--- src/rtl/proc_isa_pkg.sv ---
// ISA constants and sequencer state encoding shared by the fetch sequencer files.
package proc_isa_pkg;

  localparam int unsigned OpcW     = 6;
  localparam int unsigned OperandW = 10;

  // The sequencer decodes only these opcodes; every other code advances the PC.
  localparam logic [OpcW-1:0] OpcNop    = 6'd46;
  localparam logic [OpcW-1:0] OpcJumpnz = 6'd47;
  localparam logic [OpcW-1:0] OpcJumpz  = 6'd52;

  typedef enum logic [2:0] {
    StIdle,
    StFetch,
    StLatch,
    StIssue,
    StHalt,
    StStall
  } seq_state_e;

endpackage

--- src/rtl/instr_fetch_sequencer_if.sv ---
// Host, instruction RAM and control-unit signals of the fetch sequencer.
// The step input exists only when SINGLE_STEP_EN is defined.
interface instr_fetch_sequencer_if #(
  parameter int unsigned ADDR_W = 9,
  parameter int unsigned DATA_W = 16,
  parameter int unsigned OPC_W  = 6
);
  localparam int unsigned OperandW = DATA_W - OPC_W;

  logic                start;
  logic [ADDR_W-1:0]   ram_addr;
  logic [DATA_W-1:0]   ram_data;
  logic [OPC_W-1:0]    opcode;
  logic [OperandW-1:0] operand;
  logic                instr_valid;
  logic                instr_ack;
  logic                z_flag;
  logic [ADDR_W-1:0]   pc;
  logic                busy;
  logic                done;
  logic                err;
`ifdef SINGLE_STEP_EN
  logic                step;

  modport master (
    input  start, ram_data, instr_ack, z_flag, step,
    output ram_addr, opcode, operand, instr_valid, pc, busy, done, err
  );

  modport slave (
    output start, ram_data, instr_ack, z_flag, step,
    input  ram_addr, opcode, operand, instr_valid, pc, busy, done, err
  );
`else
  modport master (
    input  start, ram_data, instr_ack, z_flag,
    output ram_addr, opcode, operand, instr_valid, pc, busy, done, err
  );

  modport slave (
    output start, ram_data, instr_ack, z_flag,
    input  ram_addr, opcode, operand, instr_valid, pc, busy, done, err
  );
`endif

endinterface

--- src/rtl/branch_resolve.sv ---
// Next-PC resolution for the issued instruction: NOP halts, taken JUMPZ/JUMPNZ load the
// operand, everything else falls through; flags a next PC outside the program.
module branch_resolve
  import proc_isa_pkg::*;
#(
  parameter int unsigned ADDR_W    = 9,
  parameter int unsigned OPC_W     = OpcW,
  parameter int unsigned OPERAND_W = OperandW,
  parameter int unsigned PROG_LEN  = 165
) (
  input  logic [OPC_W-1:0]     opcode_i,
  input  logic [OPERAND_W-1:0] operand_i,
  input  logic                 z_flag_i,
  input  logic [ADDR_W-1:0]    pc_i,
  output logic [ADDR_W-1:0]    next_pc_o,
  output logic                 halt_o,
  output logic                 illegal_o
);

  // One extra bit so pc+1 and the range compare cannot wrap.
  localparam logic [ADDR_W:0] ProgLen = (ADDR_W + 1)'(PROG_LEN);

  logic            take_jump;
  logic [ADDR_W:0] pc_inc;
  logic [ADDR_W:0] target;

  // Decode the opcode and pick the successor address.
  always_comb begin
    halt_o    = (opcode_i == OpcNop);
    take_jump = ((opcode_i == OpcJumpz) && z_flag_i) ||
                ((opcode_i == OpcJumpnz) && !z_flag_i);
    pc_inc    = {1'b0, pc_i} + (ADDR_W + 1)'(1);
    target    = {1'b0, operand_i[ADDR_W-1:0]};
    next_pc_o = pc_i;
    illegal_o = 1'b0;
    if (halt_o) begin
      next_pc_o = pc_i;
    end else if (take_jump) begin
      next_pc_o = operand_i[ADDR_W-1:0];
      // The top operand bit addresses beyond the RAM, so it is always out of range.
      illegal_o = operand_i[OPERAND_W-1] || (target >= ProgLen);
    end else begin
      next_pc_o = pc_inc[ADDR_W-1:0];
      illegal_o = (pc_inc >= ProgLen);
    end
  end

endmodule

--- src/rtl/instr_fetch_sequencer.sv ---
// Program sequencer: owns the PC, fetches from a 1-cycle-latency instruction RAM, issues each
// word over valid/ack and resolves conditional jumps. Halts on NOP or on an out-of-range PC.
// Build option SINGLE_STEP_EN: adds a step input and a STALL state before every fetch.
module instr_fetch_sequencer
  import proc_isa_pkg::*;
#(
  parameter int unsigned ADDR_W     = 9,
  parameter int unsigned DATA_W     = 16,
  parameter int unsigned OPC_W      = OpcW,
  parameter int unsigned PROG_LEN   = 165,
  parameter int unsigned START_ADDR = 0
) (
  input logic                     clk,
  input logic                     rst,
  instr_fetch_sequencer_if.master bus
);

  localparam int unsigned OperandLen = DATA_W - OPC_W;
  localparam logic [ADDR_W-1:0] StartPc = ADDR_W'(START_ADDR);

  seq_state_e              state_q, state_d;
  logic [ADDR_W-1:0]       pc_q, pc_d;
  logic [OPC_W-1:0]        opcode_q, opcode_d;
  logic [OperandLen-1:0]   operand_q, operand_d;
  logic                    done_q, done_d;
  logic                    err_q, err_d;

  logic [ADDR_W-1:0]       br_next_pc;
  logic                    br_halt;
  logic                    br_illegal;

  branch_resolve #(
    .ADDR_W    (ADDR_W),
    .OPC_W     (OPC_W),
    .OPERAND_W (OperandLen),
    .PROG_LEN  (PROG_LEN)
  ) u_branch_resolve (
    .opcode_i  (opcode_q),
    .operand_i (operand_q),
    .z_flag_i  (bus.z_flag),
    .pc_i      (pc_q),
    .next_pc_o (br_next_pc),
    .halt_o    (br_halt),
    .illegal_o (br_illegal)
  );

  // Next-state logic: sequencing, instruction capture and PC update on ack.
  always_comb begin
    state_d   = state_q;
    pc_d      = pc_q;
    opcode_d  = opcode_q;
    operand_d = operand_q;
    done_d    = done_q;
    err_d     = err_q;
    case (state_q)
      StIdle, StHalt: begin
        if (bus.start) begin
          state_d = StFetch;
          pc_d    = StartPc;
          done_d  = 1'b0;
          err_d   = 1'b0;
        end
      end
      StFetch: begin
        state_d = StLatch;
      end
      StLatch: begin
        opcode_d  = bus.ram_data[DATA_W-1 -: OPC_W];
        operand_d = bus.ram_data[OperandLen-1:0];
        state_d   = StIssue;
      end
      StIssue: begin
        if (bus.instr_ack) begin
          if (br_halt) begin
            state_d = StHalt;
            done_d  = 1'b1;
          end else if (br_illegal) begin
            // PC stays on the offending instruction for post-mortem.
            state_d = StHalt;
            err_d   = 1'b1;
          end else begin
            pc_d = br_next_pc;
`ifdef SINGLE_STEP_EN
            state_d = bus.step ? StFetch : StStall;
`else
            state_d = StFetch;
`endif
          end
        end
      end
      StStall: begin
`ifdef SINGLE_STEP_EN
        if (bus.step) begin
          state_d = StFetch;
        end
`else
        state_d = StFetch;
`endif
      end
      default: begin
        state_d = StIdle;
      end
    endcase
  end

  // State register with synchronous reset.
  always_ff @(posedge clk) begin
    if (rst) begin
      state_q   <= StIdle;
      pc_q      <= StartPc;
      opcode_q  <= '0;
      operand_q <= '0;
      done_q    <= 1'b0;
      err_q     <= 1'b0;
    end else begin
      state_q   <= state_d;
      pc_q      <= pc_d;
      opcode_q  <= opcode_d;
      operand_q <= operand_d;
      done_q    <= done_d;
      err_q     <= err_d;
    end
  end

  assign bus.ram_addr    = pc_q;
  assign bus.pc          = pc_q;
  assign bus.opcode      = opcode_q;
  assign bus.operand     = operand_q;
  assign bus.instr_valid = (state_q == StIssue);
  assign bus.busy        = (state_q == StFetch) || (state_q == StLatch) || (state_q == StIssue);
  assign bus.done        = done_q;
  assign bus.err         = err_q;

endmodule

--- src/flat_wrapper.sv ---
// flat-port wrapper written by rule: the top's interface ports become plain ports
module instr_fetch_sequencer_flat import proc_isa_pkg::*;
#(
  parameter int unsigned ADDR_W     = 9,
  parameter int unsigned DATA_W     = 16,
  parameter int unsigned OPC_W      = OpcW,
  parameter int unsigned PROG_LEN   = 165,
  parameter int unsigned START_ADDR = 0
)
  (clk, rst, bus_start, bus_ram_data, bus_instr_ack, bus_z_flag, bus_ram_addr, bus_opcode, bus_operand, bus_instr_valid, bus_pc, bus_busy, bus_done, bus_err);
  instr_fetch_sequencer_if #(.ADDR_W(ADDR_W), .DATA_W(DATA_W), .OPC_W(OPC_W)) bus_i ();
  input logic clk;
  input logic rst;
  input wire logic [$bits(bus_i.start)-1:0] bus_start;
  input wire logic [$bits(bus_i.ram_data)-1:0] bus_ram_data;
  input wire logic [$bits(bus_i.instr_ack)-1:0] bus_instr_ack;
  input wire logic [$bits(bus_i.z_flag)-1:0] bus_z_flag;
  output wire logic [$bits(bus_i.ram_addr)-1:0] bus_ram_addr;
  output wire logic [$bits(bus_i.opcode)-1:0] bus_opcode;
  output wire logic [$bits(bus_i.operand)-1:0] bus_operand;
  output wire logic [$bits(bus_i.instr_valid)-1:0] bus_instr_valid;
  output wire logic [$bits(bus_i.pc)-1:0] bus_pc;
  output wire logic [$bits(bus_i.busy)-1:0] bus_busy;
  output wire logic [$bits(bus_i.done)-1:0] bus_done;
  output wire logic [$bits(bus_i.err)-1:0] bus_err;
  assign bus_i.start = bus_start;
  assign bus_i.ram_data = bus_ram_data;
  assign bus_i.instr_ack = bus_instr_ack;
  assign bus_i.z_flag = bus_z_flag;
  assign bus_ram_addr = bus_i.ram_addr;
  assign bus_opcode = bus_i.opcode;
  assign bus_operand = bus_i.operand;
  assign bus_instr_valid = bus_i.instr_valid;
  assign bus_pc = bus_i.pc;
  assign bus_busy = bus_i.busy;
  assign bus_done = bus_i.done;
  assign bus_err = bus_i.err;
  instr_fetch_sequencer #(.ADDR_W(ADDR_W), .DATA_W(DATA_W), .OPC_W(OPC_W), .PROG_LEN(PROG_LEN), .START_ADDR(START_ADDR)) u_core (.clk(clk), .rst(rst), .bus(bus_i));
endmodule
--- config.mk ---
export PLATFORM = sky130hd
export DESIGN_NAME = instr_fetch_sequencer_flat
export DESIGN_NICKNAME = d
export VERILOG_FILES = /design/src/rtl/proc_isa_pkg.sv /design/src/rtl/instr_fetch_sequencer_if.sv /design/src/rtl/branch_resolve.sv /design/src/rtl/instr_fetch_sequencer.sv /design/src/flat_wrapper.sv
export SDC_FILE = /design/constraint.sdc
export NUM_CORES = 1
export LEC_CHECK = 0
export ABC_AREA = 1
export ABC_CLOCK_PERIOD_IN_PS = 2550
export CAP_MARGIN = 10
export CORE_UTILIZATION = 45
export DETAILED_ROUTE_END_ITERATION = 7
export GPL_TIMING_DRIVEN = 0
export PLACE_DENSITY_LB_ADDON = 0.2
export SLEW_MARGIN = 20
export SYNTH_ARGS = -nofsm -noshare
export SYNTH_HDL_FRONTEND = slang
export SYNTH_SLANG_ARGS = --single-unit
--- constraint.sdc ---
create_clock -name clk -period 2.55 [get_ports clk]
set_input_delay 0.6375 -clock clk [delete_from_list [all_inputs] [get_ports clk]]
set_output_delay 0.6375 -clock clk [all_outputs]
set_load 0.005 [all_outputs]
==> results.toml <==
[finish]
design_area_sq_um = 2470
drive_gt1_share_pct = 14.3
ff_latch_area_sq_um = 601
multi_input_area_sq_um = 880
layout.nets = 344
n_antenna_cell = 0
synthToLayoutAreaGrowth_pct = 42.1
final_common_cell = "clkdlybuf4s50_1"
fillers = 350
final_cell_mix = "clkdlybuf4s50_1, inv_1, nand2_1"

[timing]
finClkSkew_ns = 0.00110
min_period_ns = 2.43
setup_viol = 0
tightest_slew_ns = 0.425
finalHoldViolCount = 0
rsz0062_at_grt = "no"
drv_slew = 0
relSlewSlack_pct = 71.7
fin_crit_sh_pct = 95.1
max_freq_ghz = 0.412
fin_ws_ns = 0.124
tns_ns = 0

[cts]
cts_buffer_depth = 2
cts_root_buf = "clkbuf_8"
clock_latency_ns = 0.29
post_cts_buffers = 0
cts_tree = "yes"
cts_buffers = 5
clock_sink_count = 30
htree_levels = 2
clk_pin_slew_ns = 0.06

[power]
p_leak_uw = 0.00106
power_density_nw_per_um2 = 679
ir_worst_vdd_uv = 440

[route]
drt-initial-drc-count = 74
wire_per_inst_um = 10.9
drc_errors = 0
drt-total-wl_um = 4020
vias = 1799
first_pass_iters = 4
topRoutingLayerUsed = "met4"
dr_wl_met3_um = 267
viasPerCell = 4.86
ant_nets = 0
wl_met1_um = 1870
wl_met2_um = 1800

[critical_path]
end_kind = "primary output"
r2r_start = "u_core.bus.pc[0]"
crit_start = "u_core.state_q[0]"
cp_slowest_cell = "clkdlybuf4s50_1"
crit_path_max_incr_delay_ns = 0.53
cp_num_cells = 5
cp.buffers_inverters = 3
cp.arrival_ns = 1.79
path_class = "register to primary output"
worstPathRequired_ns = 1.91
crit_end = "bus_instr_valid"
reg2reg_depth = 15
regToRegEndpoint = "u_core.bus.pc[7]"
cpLargestDelayFamily = "buffers and inverters"
critPathLaunchType = "register"
critPathMaxFanout = 8
crit_chain = "inv_1, nor2_1, nand2_1, inv_2, clkdlybuf4s50_1"
r2r_slack_ns = 0.47

[global_routing]
antenna_found_initial = 0
grt_pass1_wl_um = 6610
grt_pass1_vias = 1503
grt-ovfl-total = 0
grt_usage_pct = 20.9
grt_max_degree = 11

[status]
status = "complete, no violations"

[floorplanning]
die_area_sq_um = 4120
rows = 22
start_util_pct = 47.2
io_pins = 59
die_h_um = 64.2
fp.coreArea_sq_um = 3690
fp.dieW_um = 64.2

[place]
portBuffers = 58
dp_hpwl_um = 3010
place_ws_ns = 0.0891
placed_cell_area_sq_um = 2380
gp_congestion = 0.842

[worst_hold_path]
min_path_type = "register to register"

[logic_synthesis]
avgSynthCellArea_sq_um = 6.80
synth-seq-area-share_pct = 34.5
synthDistinctLibCells = 31
syn_inst = 256
synth_top_cell_by_area = "dfxtp_1"
yosysTopAreaCellShare_pct = 34.5
syn_nets = 279
ys_warn_count = 0
syn_area_sq_um = 1740
synthTopCellsByArea = "dfxtp_1, inv_1, nand2_1"
ys_ff_latch = 30

[job]
max_cap_viol_count = 0
## cells by family (layout without fill, tap and decap cells)
| kind of cell | count (synthesis) | after routing | share of synthesized area (%) |
|---|---|---|---|
| adder cells (fa/ha/maj) | 2 | 2 | 1.44 |
| XOR/XNOR | 2 | 2 | 1.01 |
| flip-flops | 30 | 30 | 34.5 |
| AND/OR/NAND/NOR | 105 | 105 | 30.1 |
| buffers and inverters | 58 | 124 | 15.0 |
| AO/OA/AOI/OAI | 59 | 59 | 18.0 |
## flip-flops by register name, indices dropped and copies added, names as in the netlist
name and count:
u_core.bus.done 1, u_core.bus.err 1, u_core.bus.opcode 6, u_core.bus.operand 10, u_core.bus.pc 9, u_core.state_q 3
## worst min-delay path by stage
stage,from,endpoint,slack [ns],cells after the start
3_5_place_dp,u_core.bus.err,u_core.bus.err,0.44,2
5_1_grt,u_core.bus.err,u_core.bus.err,0.49,2
2_1_floorplan,u_core.bus.err,u_core.bus.err,0.44,2
6_report,u_core.bus.err,u_core.bus.err,0.45,2
4_1_cts,u_core.bus.err,u_core.bus.err,0.45,2
3_3_place_gp,u_core.bus.err,u_core.bus.err,0.44,2
## worst register-to-register path, stage by stage (launching register included)
cell	delay, ns
dfxtp_1	0.50
ha_1	0.25
nand2_2	0.10
nor2_4	0.13
nand3_1	0.10
xor2_1	0.20
nand2_1	0.07
nand2_1	0.07
nand2_2	0.06
nand2_2	0.07
nand2_2	0.06
nand2_4	0.11
nand2_8	0.10
inv_6	0.09
nor2_2	0.04
nor2_2	0.07
## what timing repair did
action	4_1_cts	5_1_grt
gates resized for setup	0	1
hold endpoints to repair	0	0
endpoints found under the setup margin	0	1
hold buffers	0	0
## through the flow
step | hold WS [ns] | std cells | utilization [%] | power [uW]
finish | 0.446 | 370 | 67.0 | 1680
global route | 0.488 | 370 | 67.0 | 1790
CTS | 0.448 | 370 | 67.0 | 1690
detailed placement | 0.438 | 362 | 64.6 | 1290
global placement | 0.437 | 362 | 64.6 | 1290
floorplan | 0.442 | 256 | - | 999
## synth_stat cells (all sizes together)
cell,count
o211ai,2
nand3,16
nor3b,1
a211oi,1
or2,1
a22oi,1
dfxtp,30
clkinv,1
nand2,48
a21oi,27
inv,42
xor2,2
ha,2
nor2,31
buf,10
a31oi,1
a311oi,1
nor3,3
clkbuf,5
o21ai,26
nand4,5
## metal layers
layer / GRT usage (%) / vias up
met1: 26.3 / 783
met4: 11.1 / 0
met5: 0 / -
li1: - / 946
met3: 5.89 / 6
met2: 32.3 / 64
## report_power, final
part	switching, uW	leakage, uW	internal (uW)
Combinational	290	0.000763	347
Clock	180	0.0000482	217
Sequential	100	0.000245	544
Total	570	0.00106	1110
## layout make-up
type	instances	share of cell area, %
inverters	43	6.73
multi-input cells	168	35.6
well taps	48	2.43
repair buffers	58	23.5
plain buffers	15	3.80
clock buffers	7	3.49
flip-flops and latches	30	24.3
clock inverters	1	0.202
No activity file was read; power rests on OpenSTA's default activity.
